## config.mk

```make
export PLATFORM = sky130hd
export DESIGN_NAME = srl64_fifo
export DESIGN_NICKNAME = d
export VERILOG_FILES = /design/src/rtl/srl64_fifo_pkg.sv /design/src/rtl/srl64_fifo_bank.sv /design/src/rtl/srl64_fifo.sv
export SDC_FILE = /design/constraint.sdc
export NUM_CORES = 1
export LEC_CHECK = 0
export CAP_MARGIN = 15
export CORE_AREA = 10 10 311 313
export CTS_CLUSTER_SIZE = 24
export DETAILED_ROUTE_END_ITERATION = 16
export DIE_AREA = 0 0 321 323
export GPL_ROUTABILITY_DRIVEN = 0
export GPL_TIMING_DRIVEN = 0
export PLACE_DENSITY_LB_ADDON = 0.3
export SYNTH_ARGS = -nofsm -noshare
export SYNTH_HDL_FRONTEND = slang
export SYNTH_SLANG_ARGS = --single-unit
```

## constraint.sdc

```tcl
create_clock -name CLK -period 18.2 [get_ports CLK]
set_clock_uncertainty 0.1 [all_clocks]
set_input_delay 5.46 -clock CLK [delete_from_list [all_inputs] [get_ports CLK]]
set_output_delay 5.46 -clock CLK [all_outputs]
set_load 0.05 [all_outputs]
```

## src/rtl/srl64_fifo_pkg.sv

```systemverilog
// Shared sizing constants, types and occupancy update for the SRL64E-based FIFO.
package srl64_fifo_pkg;

  localparam int unsigned DEPTH = 64;
  localparam int unsigned PTR_W = 6;
  localparam int unsigned CNT_W = 7;

  typedef logic [CNT_W-1:0] count_t;
  typedef logic [PTR_W-1:0] ptr_t;

  // Accepted operation in a cycle, bit 1 = write, bit 0 = read
  typedef enum logic [1:0] {
    OP_IDLE = 2'b00,
    OP_RD   = 2'b01,
    OP_WR   = 2'b10,
    OP_RW   = 2'b11
  } op_e;

  // Occupancy after one cycle given the accepted write/read strobes
  function automatic count_t next_count(input count_t count,
                                        input logic   wr_ok,
                                        input logic   rd_ok);
    op_e op;
    op = op_e'({wr_ok, rd_ok});
    case (op)
      OP_WR:   next_count = count + count_t'(1);
      OP_RD:   next_count = count - count_t'(1);
      default: next_count = count;
    endcase
  endfunction

endpackage

```

## src/rtl/srl64_fifo_bank.sv

```systemverilog
// SRL64E adjustable-length shift register and a W-wide bank of them
// sharing address, clock enable and clock.

// One-bit, 64-tap shift register: D enters tap 0, Q reads tap A combinationally.
module SRL64E (
  input  logic       CLK,
  input  logic       CE,
  input  logic [5:0] A,
  input  logic       D,
  output logic       Q
);

  logic [63:0] sr;

  // Shift the new bit into tap 0 when enabled; contents are never cleared
  always_ff @(posedge CLK) begin
    if (CE) sr <= {sr[62:0], D};
  end

  assign Q = sr[A];

endmodule

module srl64_bank #(
  parameter int unsigned W = 8
) (
  input  logic         clk,
  input  logic         ce,
  input  logic [5:0]   a,
  input  logic [W-1:0] d,
  output logic [W-1:0] q
);

  for (genvar i = 0; i < W; i++) begin : g_bit
    SRL64E u_srl (
      .CLK (clk),
      .CE  (ce),
      .A   (a),
      .D   (d[i]),
      .Q   (q[i])
    );
  end

endmodule

```

## src/rtl/srl64_fifo.sv

```systemverilog
// First-word-fall-through FIFO, 64 deep, reading the oldest word out of an
// SRL64E bank by steering its tap address to COUNT-1.
module srl64_fifo
  import srl64_fifo_pkg::*;
#(
  parameter int unsigned W        = 8,
  parameter int unsigned AF_LEVEL = 48,
  parameter int unsigned AE_LEVEL = 16
) (
  input  logic         CLK,
  input  logic         RST,
  input  logic [W-1:0] D,
  input  logic         WE,
  input  logic         RE,
  output logic [W-1:0] Q,
  output logic         EMPTY,
  output logic         FULL,
  output logic         ALMOST_FULL,
  output logic         ALMOST_EMPTY,
  output logic [6:0]   COUNT,
  output logic         OVF,
  output logic         UNF
);

  localparam count_t AF_C   = count_t'(AF_LEVEL);
  localparam count_t AE_C   = count_t'(AE_LEVEL);
  localparam count_t FULL_C = count_t'(DEPTH);

  count_t count;
  count_t count_nxt;
  ptr_t   ptr;
  ptr_t   ptr_nxt;
  logic   wr_ok;
  logic   rd_ok;

  // Accept decisions: a write into a full FIFO is only allowed alongside a read
  always_comb begin
    wr_ok = WE & (~FULL | RE);
    rd_ok = RE & ~EMPTY;
  end

  // Next occupancy and tap address of the oldest word after this edge
  always_comb begin
    count_nxt = next_count(count, wr_ok, rd_ok);
    ptr_nxt   = '0;
    if (count_nxt != '0) ptr_nxt = ptr_t'(count_nxt - count_t'(1));
  end

  // Occupancy, pointer, flags and error pulses, all decoded from next count
  always_ff @(posedge CLK) begin
    if (RST) begin
      count        <= '0;
      ptr          <= '0;
      EMPTY        <= 1'b1;
      FULL         <= 1'b0;
      ALMOST_FULL  <= 1'b0;
      ALMOST_EMPTY <= 1'b1;
      OVF          <= 1'b0;
      UNF          <= 1'b0;
    end else begin
      count        <= count_nxt;
      ptr          <= ptr_nxt;
      EMPTY        <= (count_nxt == '0);
      FULL         <= (count_nxt == FULL_C);
      ALMOST_FULL  <= (count_nxt >= AF_C);
      ALMOST_EMPTY <= (count_nxt <= AE_C);
      OVF          <= WE & FULL & ~RE;
      UNF          <= RE & EMPTY;
    end
  end

  assign COUNT = count;

  // A reset cycle must not shift, so stored data stays untouched across it
  srl64_bank #(.W(W)) u_bank (
    .clk (CLK),
    .ce  (wr_ok & ~RST),
    .a   (ptr),
    .d   (D),
    .q   (Q)
  );

endmodule

```

* Yosys cells after proc, flatten, opt, wreduce, memory -nomap -nowiden
Cells that the tools add are included.
** Operators by class
- Muxes and demuxes :: 17
- Bitwise logic cells :: 12
- Reduce and logical (&&, ||, !) cells :: 3
- Magnitude comparators :: 3
- Add/sub/neg operators :: 3
- Equality and inequality tests :: 3
** Operators by type and width (number)
- binary-select mux 1 bit (select 6 bit) :: 8
- one-hot mux 7 bit (2 select lines) :: 1
- 2-to-1 mux 1 bit :: 8
- adder 7 x 1 -> 7 bit (second input constant) :: 1
- == test 7 bit (second input constant) :: 1
- >= comparator 7 x 6 -> 1 bit (second input constant) :: 1
- less-or-equal comparator 7 x 5 -> 1 bit (second input constant) :: 1
- zero test 7 bit :: 1
- less-than comparator 6 x 7 -> 1 bit (second input constant) :: 1
- nonzero test 7 bit :: 1
- subtractor 7 x 1 -> 7 bit (second input constant) :: 1
- bitwise AND 1 bit :: 6
- subtractor 6 x 1 -> 6 bit (second input constant) :: 1
- inverter 1 bit :: 5
- == test 2 x 1 -> 1 bit (second input constant) :: 1
- == test 2 bit (second input constant) :: 1
- OR reduction 2 bit :: 1
- OR 1 bit :: 1
** Word-level totals
- Bits in registers :: 531
- Output and inout port bits :: 21
- Input port bits :: 12

* Logic depth before layout (Yosys ltp)
- Depth in word-level cells :: 8
- Mapped depth :: 13

* By module
Synthesis repeated with hierarchy kept, for this count alone.
** Unflattened totals
- Cell total of the unflattened synthesis :: 976
- Area, all modules :: 20805.0 sq um
** By module, submodules not included
- SRL64E :: area an instance 2454.9 sq um, cells an instance 107, seq. area each 1921.8 sq um, instances 8
- srl64_fifo :: area an instance 1166.1 sq um, cells an instance 120, seq. area each 380.4 sq um, instances 1

* Worst setup path before layout
Ideal clock, no wire load.
- Path type :: in2reg
- Start point :: input RST
- End point :: register u_bank.g_bit[0].u_srl.sr[0], enable pin
- Setup time :: 948 ps
- Stages :: 2
- Path buffers :: 1
- Arrival time :: 17384 ps
- Slack :: -232 ps
- Required time :: 17152 ps
- Cells stage by stage :: clkbuf_1 > and3b_1
** Between the ends
- Word-level cells in the longest chain between the ends :: 2
** Ends and longest elaborated chain
- from (decl) :: RTL line srl64_fifo.sv:11 : input logic RST,
- inverter 1 bit :: RTL line srl64_fifo.sv:77 : .ce (wr_ok & ~RST),
- bitwise AND 1 bit :: RTL line srl64_fifo.sv:77
- via u_bank.ce :: RTL line srl64_fifo_bank.sv:28 : input logic ce,
- to (signal assigned) :: RTL line srl64_fifo_bank.sv:17 : if (CE) sr <= {sr[62:0], D};
- to (decl) :: RTL line srl64_fifo_bank.sv:13 : logic [63:0] sr;
The timed path passes the listed nets, and every way through them passes these cells.
A chain may end at the register's enable or synchronous reset.

* Worst setup path in the final report
- Start point :: register ptr[1]
- End point :: output Q[4]
** Between the ends
- Word-level cells in the longest chain between the ends :: 2
** Ends and longest elaborated chain
- from (decl) :: RTL line srl64_fifo.sv:31 : ptr_t ptr;
- from (signal assigned) :: RTL line srl64_fifo.sv:62 : ptr <= ptr_nxt;
- binary-select mux 1 bit (select 6 bit) :: RTL line srl64_fifo_bank.sv:20 : assign Q = sr[A];
- 2-to-1 mux 1 bit (not written as such) :: RTL line srl64_fifo_bank.sv:20
- to (decl) :: RTL line srl64_fifo.sv:15 : output logic [W-1:0] Q,
No other way between the ends. The select of a mux whose other input is x is not followed.

==> impl_results.md <==
- Register area share after synthesis: 76.12%
- Tmin final: 10.32 ns
- CTS Sinks: 531
- Largest net degree at the start of global routing: 68
- Setup slack, reg-to-reg: 14.53 ns
- Post-Syn Nets: 901
- Unrepaired setup endpoints after global routing: false
- Clock Power Share: 31.0%
- Net Switching: 948.0 uW
- Worst Path Arrival: 4.76 ns
- Clock Latency Late Sink: 0.60 ns
- Final setup vio count: 0
- Critical Path Start Type: flop
- Vias per cell: 4.220
- Layout Nets: 998
- Clock Tree Buf Depth: 3
- Num CTS Buffers: 53
- Final WL: 41640 um
- Layout cells sized above 1: 28.01%
- CP max FO: 10
- Post-synth ARST share: 0%
- Yosys warns: 0
- Pre-CTS setup slack: 8.495 ns
- Gate Count Post-Synth: 884
- Placed Area: 0.02273 mm2
- First-pass GRT wire length: 63820 um
- Slew Viols, Final: 0
- Critical Path RT: 12.64 ns
- Area of the multi-input gates: 0.004651 mm2
- Post-layout worst setup margin: 7.881 ns
- Number of max-cap violations: 0
- Distinct cells, synth: 53
- Ys flop type: edfxtp_1
- Outcome: complete, no violations
- Post-route design area: 0.02437 mm2
- Final Power: 3.348 mW
- Clock slew at reported path FFs: 0.06 ns
- Vias in the first global route: 9921
- Register Area: 0.01576 mm2
- Post-Syn Area: 0.02070 mm2
- Tcrit/Tclk final: 56.70%
- Setup CP Type: flop to output port
- Leakage: 7.378 nW
- Routed len/inst: 18.86 um
- Row count: 111
- Combinational share of power: 25.0%
- Root Buffer: clkbuf_16
- Initial antenna violation count: 0
- Postcts setup bufs: 0
- H-tree levels: 2
- Starting density of the core: 22.79%
- FMAX: 96.91 MHz
- CTS tree: built
- Worst-Margin Slew: 1.150 ns
- Post-synth EDFFs: 512
- Setup_tns: 0 ns
- Syn Area/Cell: 23.41 um2
- Total gr overflow: 0
- GRT Resource Usage Total: 7.883%
- Hold WS: 0.3361 ns
- Post-route DRC violation count: 0
- Via count: 9317
- Fillers: 9003
- Die Y-Extent: 323 um
- Pre-Repair DR Iteration Count: 5
- Min-Delay Path Class: flop to flop
- Die area: 0.1037 mm2
- Width of the die: 321 um
- Synthesis-to-layout area growth: 17.75%
- Hpwl dp: 24880 um
- Cts hold-fix bufs: 0
- DRT antenna net count: 0
- Max VDD drop: 0.08299 mV
- Max-slew headroom: 23.34%
- Top Ports: 33
- Final-report hold violation count: 0
- #FFs+latches synth: 531
- Core area: 0.09083 mm2
- DR iter-0 viols: 802
- Power density cells: 137.4 mW/mm2
- Sequential Power Share: 44.0%
- Sw frac: 28.32%
- Critical Path End Type: output port
- Int Pwr: 2.400 mW
- Port Buffers: 31
- Post-CTS Resized: 0
logic make-up (layout without fill, tap and decap cells):
kind of cell	count (synthesis)	after routing	share of synthesized area, %
flip-flops	531	531	76.12
multiplexers	174	174	18.30
AND/OR/NAND/NOR	61	61	1.711
buffers and inverters	60	197	1.433
AO/OA/AOI/OAI	42	42	1.674
XOR/XNOR	11	11	0.4655
adder cells (fa/ha/maj)	5	5	0.3022
other	0	1	0
per-layer routing:
metal | global-route usage (%) | part of all wire [%]
met1 | 10.87 | 46
met2 | 12.49 | 48
met3 | 1.681 | 4.8
met4 | 2.089 | 1.8
met5 | 0 | 0
power groups by stage:
stage                     logic [mW]  registers (mW)  clock network [mW]
final                          0.836            1.47                1.04
after global routing           0.899            1.48                1.13
after global placement         0.843            1.52                   0
after floorplan                0.568            1.53                   0
after CTS                      0.857            1.47                1.08
after detailed placement       0.852            1.50                   0
flip-flops by register name, indices dropped and copies added, names as in the netlist:
name / count
FULL: 1
OVF: 1
ALMOST_FULL: 1
COUNT: 7
ptr: 6
ALMOST_EMPTY: 1
EMPTY: 1
u_bank.g_bit.u_srl.sr: 512
UNF: 1
worst max-delay path, stage by stage, from the launching register on:
cell and delay, ns:
dfxtp_1 0.33, clkbuf_1 0.49, clkbuf_1 0.83, mux4_2 0.43, mux4_2 0.51, mux2_2 0.31, nand2_1 0.08, o21ai_0 0.25
buf_4 0.24, clkdlybuf4s50_1 0.69
stage by stage:
step	utilization, %	std cells
6_report	26.83	2208
3_3_place_gp	24.77	2101
2_1_floorplan	-	884
5_1_grt	26.83	2207
4_1_cts	26.80	2205
3_5_place_dp	25.02	2110
cell usage after synthesis, drive strengths merged, types with 2 or more instances:
master	n	area share, %
mux4	163	18
a21o	2	0.073
a211oi	9	0.41
clkbuf	22	0.40
o211ai	2	0.073
inv	4	0.073
nand3	4	0.097
nand2b	6	0.18
buf	34	0.96
nand2	13	0.24
and3b	2	0.085
nand3b	3	0.11
xor2	2	0.085
xnor2	9	0.38
mux2i	6	0.29
nor2b	2	0.060
mux2	5	0.27
nor4b	4	0.24
and2	3	0.091
a21oi	5	0.14
edfxtp	512	74
nor2	13	0.24
o31ai	2	0.073
o21ai	7	0.17
o311ai	2	0.085
nand4	2	0.060
ha	5	0.30
a211o	4	0.17
dfxtp	19	1.8
path summary, 6_finish.rpt:
check                                    startpoint                                      to  cells past startpoint
max reg2reg                        EMPTY$_SDFF_PP1_                  ALMOST_FULL$_SDFF_PP0_                     11
min          u_bank.g_bit[3].u_srl.sr[22]$_DFFE_PP_  u_bank.g_bit[3].u_srl.sr[23]$_DFFE_PP_                      0
max                               ptr[1]$_SDFF_PP0_                                    Q[4]                      9
min reg2reg  u_bank.g_bit[3].u_srl.sr[22]$_DFFE_PP_  u_bank.g_bit[3].u_srl.sr[23]$_DFFE_PP_                      0
final cells by class:
cell class	count	area share, %
buffer	56	1.155
multi-input combinational	293	19.08
clock inverter	18	0.5647
antenna	1	0.01027
clock buffer	77	6.058
sequential	531	64.64
timing repair buffer	42	2.336
tap	1186	6.089
inverter	4	0.06160
cell usage in the layout, fill, tap and decap left out, types with 6 or more instances in the layout:
cell	instances
nor2_1	13
edfxtp_1	512
buf_16	7
mux4_2	163
xnor2_1	9
o21ai_0	7
clkbuf_1	40
clkinv_1	8
clkdlybuf4s50_1	31
a211oi_1	7
clkinv_2	6
nand2b_1	6
mux2i_1	6
dfxtp_1	19
clkbuf_16	53
clkbuf_8	6
buf_4	14
nand2_1	13
buf_2	15
Power figures use the tool's default switching activity.
